File: src/rtl/rf_pkg.sv
// Shared MIPS register-file package: default geometry and the register index type.
package rf_pkg;

  localparam int RF_DATA_W   = 32;
  localparam int RF_NUM_REGS = 32;
  localparam int RF_AW       = $clog2(RF_NUM_REGS);

  // Architectural register index for the default 32-entry file.
  typedef logic [RF_AW-1:0] regIdx_t;

  // Register 0 is hardwired to zero and never becomes pending.
  localparam regIdx_t REG_ZERO = '0;

endpackage

File: src/rtl/rf_scoreboard.sv
// Pending-destination scoreboard: one bit per register plus a registered
// count of set bits, with per-read-port busy flags.
module rf_scoreboard
#(
  parameter int NUM_REGS = 32,
  parameter int NUM_RD   = 2,
  parameter int BYPASS   = 1,
  localparam int AW = $clog2(NUM_REGS),
  localparam int CW = $clog2(NUM_REGS + 1)
) (
  input  logic                 clk,
  input  logic                 rst_n,
  input  logic                 issueValid,
  input  logic [AW-1:0]        issueDest,
  input  logic                 wbValid,
  input  logic [AW-1:0]        wbReg,
  input  logic                 flush,
  input  logic [NUM_RD*AW-1:0] rdAddr,
  output logic [NUM_RD-1:0]    rdBusy,
  output logic [CW-1:0]        pendCount
);

  logic [NUM_REGS-1:0] pending;
  logic                setHit;
  logic                incr;
  logic                decr;

  // A claim on r0 is meaningless, and flush overrides any same-cycle claim.
  assign setHit = issueValid && (issueDest != '0) && !flush;

  // Count moves only on real bit transitions. When issue and writeback hit
  // the same register the bit stays set, so nothing is decremented.
  assign incr = setHit && !pending[issueDest];
  assign decr = wbValid && pending[wbReg] && !(setHit && (issueDest == wbReg));

  // Pending bits: flush clears all; otherwise writeback clears, issue sets (set wins).
  always_ff @(posedge clk or negedge rst_n) begin
    if (!rst_n) begin
      pending <= '0;
    end else if (flush) begin
      pending <= '0;
    end else begin
      if (wbValid) pending[wbReg] <= 1'b0;
      if (setHit) pending[issueDest] <= 1'b1;
    end
  end

  // Registered population count of the pending vector, saturating at both ends.
  always_ff @(posedge clk or negedge rst_n) begin
    if (!rst_n) begin
      pendCount <= '0;
    end else if (flush) begin
      pendCount <= '0;
    end else if (incr && !decr && (pendCount != CW'(NUM_REGS - 1))) begin
      pendCount <= pendCount + CW'(1);
    end else if (decr && !incr && (pendCount != '0)) begin
      pendCount <= pendCount - CW'(1);
    end
  end

  for (genvar i = 0; i < NUM_RD; i++) begin : gBusy
    logic [AW-1:0] addr;
    assign addr = rdAddr[i*AW +: AW];

    // A source is busy while pending, unless its producer writes back right now.
    always_comb begin
      rdBusy[i] = pending[addr];
      if ((BYPASS != 0) && wbValid && (wbReg == addr)) rdBusy[i] = 1'b0;
    end
  end

endmodule

File: src/rtl/regfile_scoreboard.sv
// Register file with combinational read ports, optional writeback forwarding,
// and a pending-destination scoreboard for hazard stalls.
//
// issueValid and WBregWrite are valid-only strobes with no ready: each one is
// consumed on the rising edge where it is high and cannot be back-pressured.
module regfile_scoreboard
  import rf_pkg::*;
#(
  parameter int DATA_W   = RF_DATA_W,
  parameter int NUM_REGS = RF_NUM_REGS,
  parameter int NUM_RD   = 2,
  parameter int BYPASS   = 1,
  localparam int AW = $clog2(NUM_REGS),
  localparam int CW = $clog2(NUM_REGS + 1)
) (
  input  logic                     clk,
  input  logic                     rst_n,
  input  logic                     WBregWrite,
  input  logic [AW-1:0]            WBwriteReg,
  input  logic [DATA_W-1:0]        WBresult,
  input  logic [NUM_RD*AW-1:0]     rdAddr,
  output logic [NUM_RD*DATA_W-1:0] rdData,
  output logic [NUM_RD-1:0]        rdBusy,
  input  logic                     issueValid,
  input  logic [AW-1:0]            issueDest,
  input  logic                     flush,
  output logic                     stall,
  output logic [CW-1:0]            pendCount
);

  logic [DATA_W-1:0] regs [NUM_REGS];
  logic              wbHit;

  // Writes to r0 are dropped so it always reads as zero.
  assign wbHit = WBregWrite && (WBwriteReg != '0);

  // Register storage; r0 is only ever loaded by reset.
  always_ff @(posedge clk or negedge rst_n) begin
    if (!rst_n) begin
      for (int r = 0; r < NUM_REGS; r++) regs[r] <= '0;
    end else if (wbHit) begin
      regs[WBwriteReg] <= WBresult;
    end
  end

  for (genvar i = 0; i < NUM_RD; i++) begin : gRd
    logic [AW-1:0]     addr;
    logic [DATA_W-1:0] data;
    assign addr = rdAddr[i*AW +: AW];

    // Zero-latency read, forwarding the in-flight writeback when enabled.
    always_comb begin
      data = regs[addr];
      if ((BYPASS != 0) && wbHit && (WBwriteReg == addr)) data = WBresult;
      if (addr == '0) data = '0;
    end

    assign rdData[i*DATA_W +: DATA_W] = data;
  end

  rf_scoreboard #(
    .NUM_REGS (NUM_REGS),
    .NUM_RD   (NUM_RD),
    .BYPASS   (BYPASS)
  ) uScoreboard (
    .clk        (clk),
    .rst_n      (rst_n),
    .issueValid (issueValid),
    .issueDest  (issueDest),
    .wbValid    (WBregWrite),
    .wbReg      (WBwriteReg),
    .flush      (flush),
    .rdAddr     (rdAddr),
    .rdBusy     (rdBusy),
    .pendCount  (pendCount)
  );

  assign stall = |rdBusy;

endmodule

File: config.mk
export PLATFORM = sky130hd
export DESIGN_NAME = regfile_scoreboard
export DESIGN_NICKNAME = d
export VERILOG_FILES = /design/src/rtl/rf_pkg.sv /design/src/rtl/rf_scoreboard.sv /design/src/rtl/regfile_scoreboard.sv
export SDC_FILE = /design/constraint.sdc
export NUM_CORES = 2
export LEC_CHECK = 0
export BUFFER_PORTS_ARGS = -buffer_cell sky130_fd_sc_hd__buf_2
export CAP_MARGIN = 0
export CORE_MARGIN = 5
export CORE_UTILIZATION = 40
export DETAILED_ROUTE_END_ITERATION = 8
export SLEW_MARGIN = 10
export SYNTH_ARGS = -nofsm -noshare
export SYNTH_HDL_FRONTEND = slang
export SYNTH_SLANG_ARGS = --single-unit
File: constraint.sdc
create_clock -name clk -period 4.5 [get_ports clk]
set_input_delay 0.45 -clock clk [delete_from_list [all_inputs] [get_ports clk]]
set_output_delay 0.45 -clock clk [all_outputs]
set_load 0.1 [all_outputs]
==> run metrics <==
status=completed; Static Leak=28.1 nW; Die Height=391 um; initial antenna violation count=9; met3 wire length=13300 um; CP Launch Type=input pin; PwrDens=461 nW/um^2; clk_skew=0.00749 ns; I/O Pins=130; Int Power=0.0217 W; DRT met1 WL=76700 um; fin crit period=3.73 ns; Unique masters post-synth=56; nets=3705; Die Wd=391 um; share of the yosys chip area belonging to registers=0.459; Max VDD drop=0.361 mV; drt total wl=179000 um; Initial Utilization=0.403; number of synthesis warnings=0; Site Rows=139; Worst Slack Setup Final=0.767 ns; die area=152000 um^2; critical path class=input pin to primary output; Slew Viols, Final=0; synthesized cell area=57900 um^2; number of flops mapped to enable cells by yosys=0; crit end category=primary output; Clk pwr share=0.334; drt wl/cell=31.7 um; worst hold path class=input pin to flip-flop; CP required=4.05 ns; post-detail-place hpwl=100000 um; total CTS buffers=114; clock buffer depth=3; relative slew slack=0.185; power share of the combinational group=0.256; Clock transition at path regs=0.06 ns; Syn Inst Count=3672; WL met2=84300 um; CTS HTree Levels=3; sequential share of power=0.410; ys flop type=dfrtp_1; RSZ-0062 raised after global routing=no; Crit Path Max Fanout=62; gp weighted congestion=0.838; Detail Route Antenna Nets=0; setup TNS=0 ns; Yosys reg bits=1062; Final Hold Viols=0; CTS root buf=clkbuf_16; Switching Fraction=0.291; Tightest Pin Transition=1.22 ns; fin crit share=0.829; CTS tree=yes; # hold bufs at CTS=1; syn avg cell area=15.8 um^2; Area Growth Syn to Fin=14.6%; Num Clock Sinks=1062; total core area=144000 um^2; Via density=6.28; CTS resizes=0; Worst Path Arrival=3.28 ns; Syn Nets=3734; max_cap viols=0; Fill cells=12500; drt first pass iters=7; total grt overflow=0; vias in the first global route=36900; largest net degree at the start of global routing=114; vias=35400; Switch Pwr=0.00891 W; dpl ws=0.494 ns; endpoints failing setup=0; Pwr Total=0.0306 W; DRC viols=0; asr flop ratio synth=1.00; total track usage=0.235; # port buffers=129; clock latency on the worst-skew pair=0.73 ns; fmax=0.268 GHz; Setup Fix Bufs, Post-CTS=0; Initial DRC Count=3116; layout cells sized above 1=0.582; first-pass GRT wire length=263000 um; DR top layer=met5
==> cell families (layout without fill, tap and decap cells) <==
kind of cell | Yosys count | in the layout | synth area share
AOI/OAI and AO/OA | 173 | 173 | 0.0215
xor gates and xnor gates | 18 | 18 | 0.00272
adders and majority gates | 5 | 5 | 0.00121
buffers and inverters | 453 | 512 | 0.0335
DFF | 1062 | 1062 | 0.459
muxes | 1745 | 1745 | 0.464
other | 0 | 4 | 0
and+or+nand+nor | 216 | 216 | 0.0186
==> layout make-up <==
class	count	area, um^2	area share
clock buffer	161	3340	0.0504
tap	1903	2380	0.0359
multi-input combinational	2157	29700	0.448
clock inverter	43	692	0.0104
sequential	1062	26600	0.400
antenna	4	10.0	0.000151
timing repair buffer	284	3550	0.0536
inverter	24	90.1	0.00136
==> synth_stat cells, drive strengths merged (2+ instances only) <==
| library cell | n | area share |
|---|---|---|
| inv | 24 | 0.0016 |
| a21o | 3 | 0.00039 |
| nor2 | 98 | 0.0064 |
| a211oi | 84 | 0.011 |
| or3 | 2 | 0.00022 |
| or3b | 4 | 0.00060 |
| o31ai | 3 | 0.00039 |
| nand2b | 2 | 0.00022 |
| nor3 | 11 | 0.0012 |
| xor2 | 5 | 0.00076 |
| o22ai | 6 | 0.00065 |
| nand2 | 32 | 0.0021 |
| mux2i | 98 | 0.017 |
| a41oi | 2 | 0.00043 |
| or2 | 5 | 0.00054 |
| a41o | 2 | 0.00035 |
| nand3b | 15 | 0.0020 |
| and3 | 4 | 0.00052 |
| a31oi | 3 | 0.00032 |
| buf | 199 | 0.017 |
| mux4 | 650 | 0.25 |
| a32oi | 2 | 0.00030 |
| nor3b | 4 | 0.00052 |
| o21ai | 13 | 0.0011 |
| o32ai | 17 | 0.0026 |
| o2111a | 2 | 0.00039 |
| nor2b | 22 | 0.0025 |
| clkbuf | 230 | 0.015 |
| a21oi | 28 | 0.0025 |
| dfrtp | 1062 | 0.46 |
| nand4 | 6 | 0.00065 |
| ha | 4 | 0.00086 |
| mux2 | 997 | 0.19 |
| or4 | 4 | 0.00052 |
| xnor2 | 13 | 0.0020 |
| nand3 | 7 | 0.00060 |
==> final timing paths <==
kind / to / cells after the start / slack (ns) / startpoint
setup / recovery: rdData[11] / 8 / 0.77 / rdAddr[1]
setup reg to reg: uScoreboard.pendCount[5]$_DFFE_PN0P_ / 13 / 0.91 / uScoreboard.pending[27]$_DFF_PN0_
hold reg to reg: regs[1000]$_DFFE_PN0P_ / 0 / 0.39 / regs[1000]$_DFFE_PN0P_
hold / removal: uScoreboard.pending[3]$_DFF_PN0_ / 3 / 0.05 / issueValid
min in group asynchronous: uScoreboard.pending[6]$_DFF_PN0_ / 2 / 0.40 / rst_n
max in group asynchronous: regs[110]$_DFFE_PN0P_ / 3 / 2.87 / rst_n
==> power groups by stage <==
| stage | Sequential (W) | Combinational (W) | Clock, W |
|---|---|---|---|
| floorplan | 0.0123 | 0.00572 | 0 |
| global placement | 0.0126 | 0.00779 | 0 |
| detailed placement | 0.0127 | 0.00788 | 0 |
| CTS | 0.0125 | 0.00790 | 0.0104 |
| global route | 0.0128 | 0.00831 | 0.0108 |
| finish | 0.0126 | 0.00784 | 0.0102 |
==> layout by cell type (no fill, tap or decap), drive strengths merged, types with 3 or more instances in the layout <==
master	count
nand3b	15
or3b	4
nand2	32
clkbuf	161
nor3b	4
or2	5
mux2i	98
xor2	5
o32ai	17
inv	26
nand4	6
nor2	98
bufinv	17
buf	283
a211oi	84
o31ai	3
clkinv	23
xnor2	13
nand3	7
diode	4
nor3	11
mux2	997
and3	4
o22ai	6
a21o	3
ha	4
o21ai	13
a21oi	28
dfrtp	1062
mux4	650
nor2b	22
a31oi	3
or4	4
==> layer usage <==
metal | global-route usage | up-vias
met1 | 0.334 | 19600
li1 | - | 14300
met5 | 0 | -
met4 | 0.0565 | 2
met3 | 0.0533 | 258
met2 | 0.370 | 1262
==> stage by stage <==
stage / utilization / instance area [um^2] / std cells / hold slack, ns
global route: 0.461 / 66300 / 5635 / 0.0368
CTS: 0.461 / 66300 / 5634 / 0.00164
detailed placement: 0.433 / 62300 / 5429 / 0.382
floorplan: - / 58000 / 3672 / 0.154
finish: 0.461 / 66400 / 5638 / 0.0541
global placement: 0.433 / 62300 / 5429 / 0.376
==> sequential cells by signal, summed over array words and instances, names as in the netlist <==
signal	cells
uScoreboard.pending	32
uScoreboard.pendCount	6
regs	1024
==> critical path, stage by stage <==
cell and delay (ns):
buf_8 0.52, xnor2_1 0.19, nand4_1 0.09, nor3_1 0.26, buf_4 0.22, nand2_4 0.19, a211oi_1 1.01, buf_12 0.27
(Power assumes the default switching activity.)
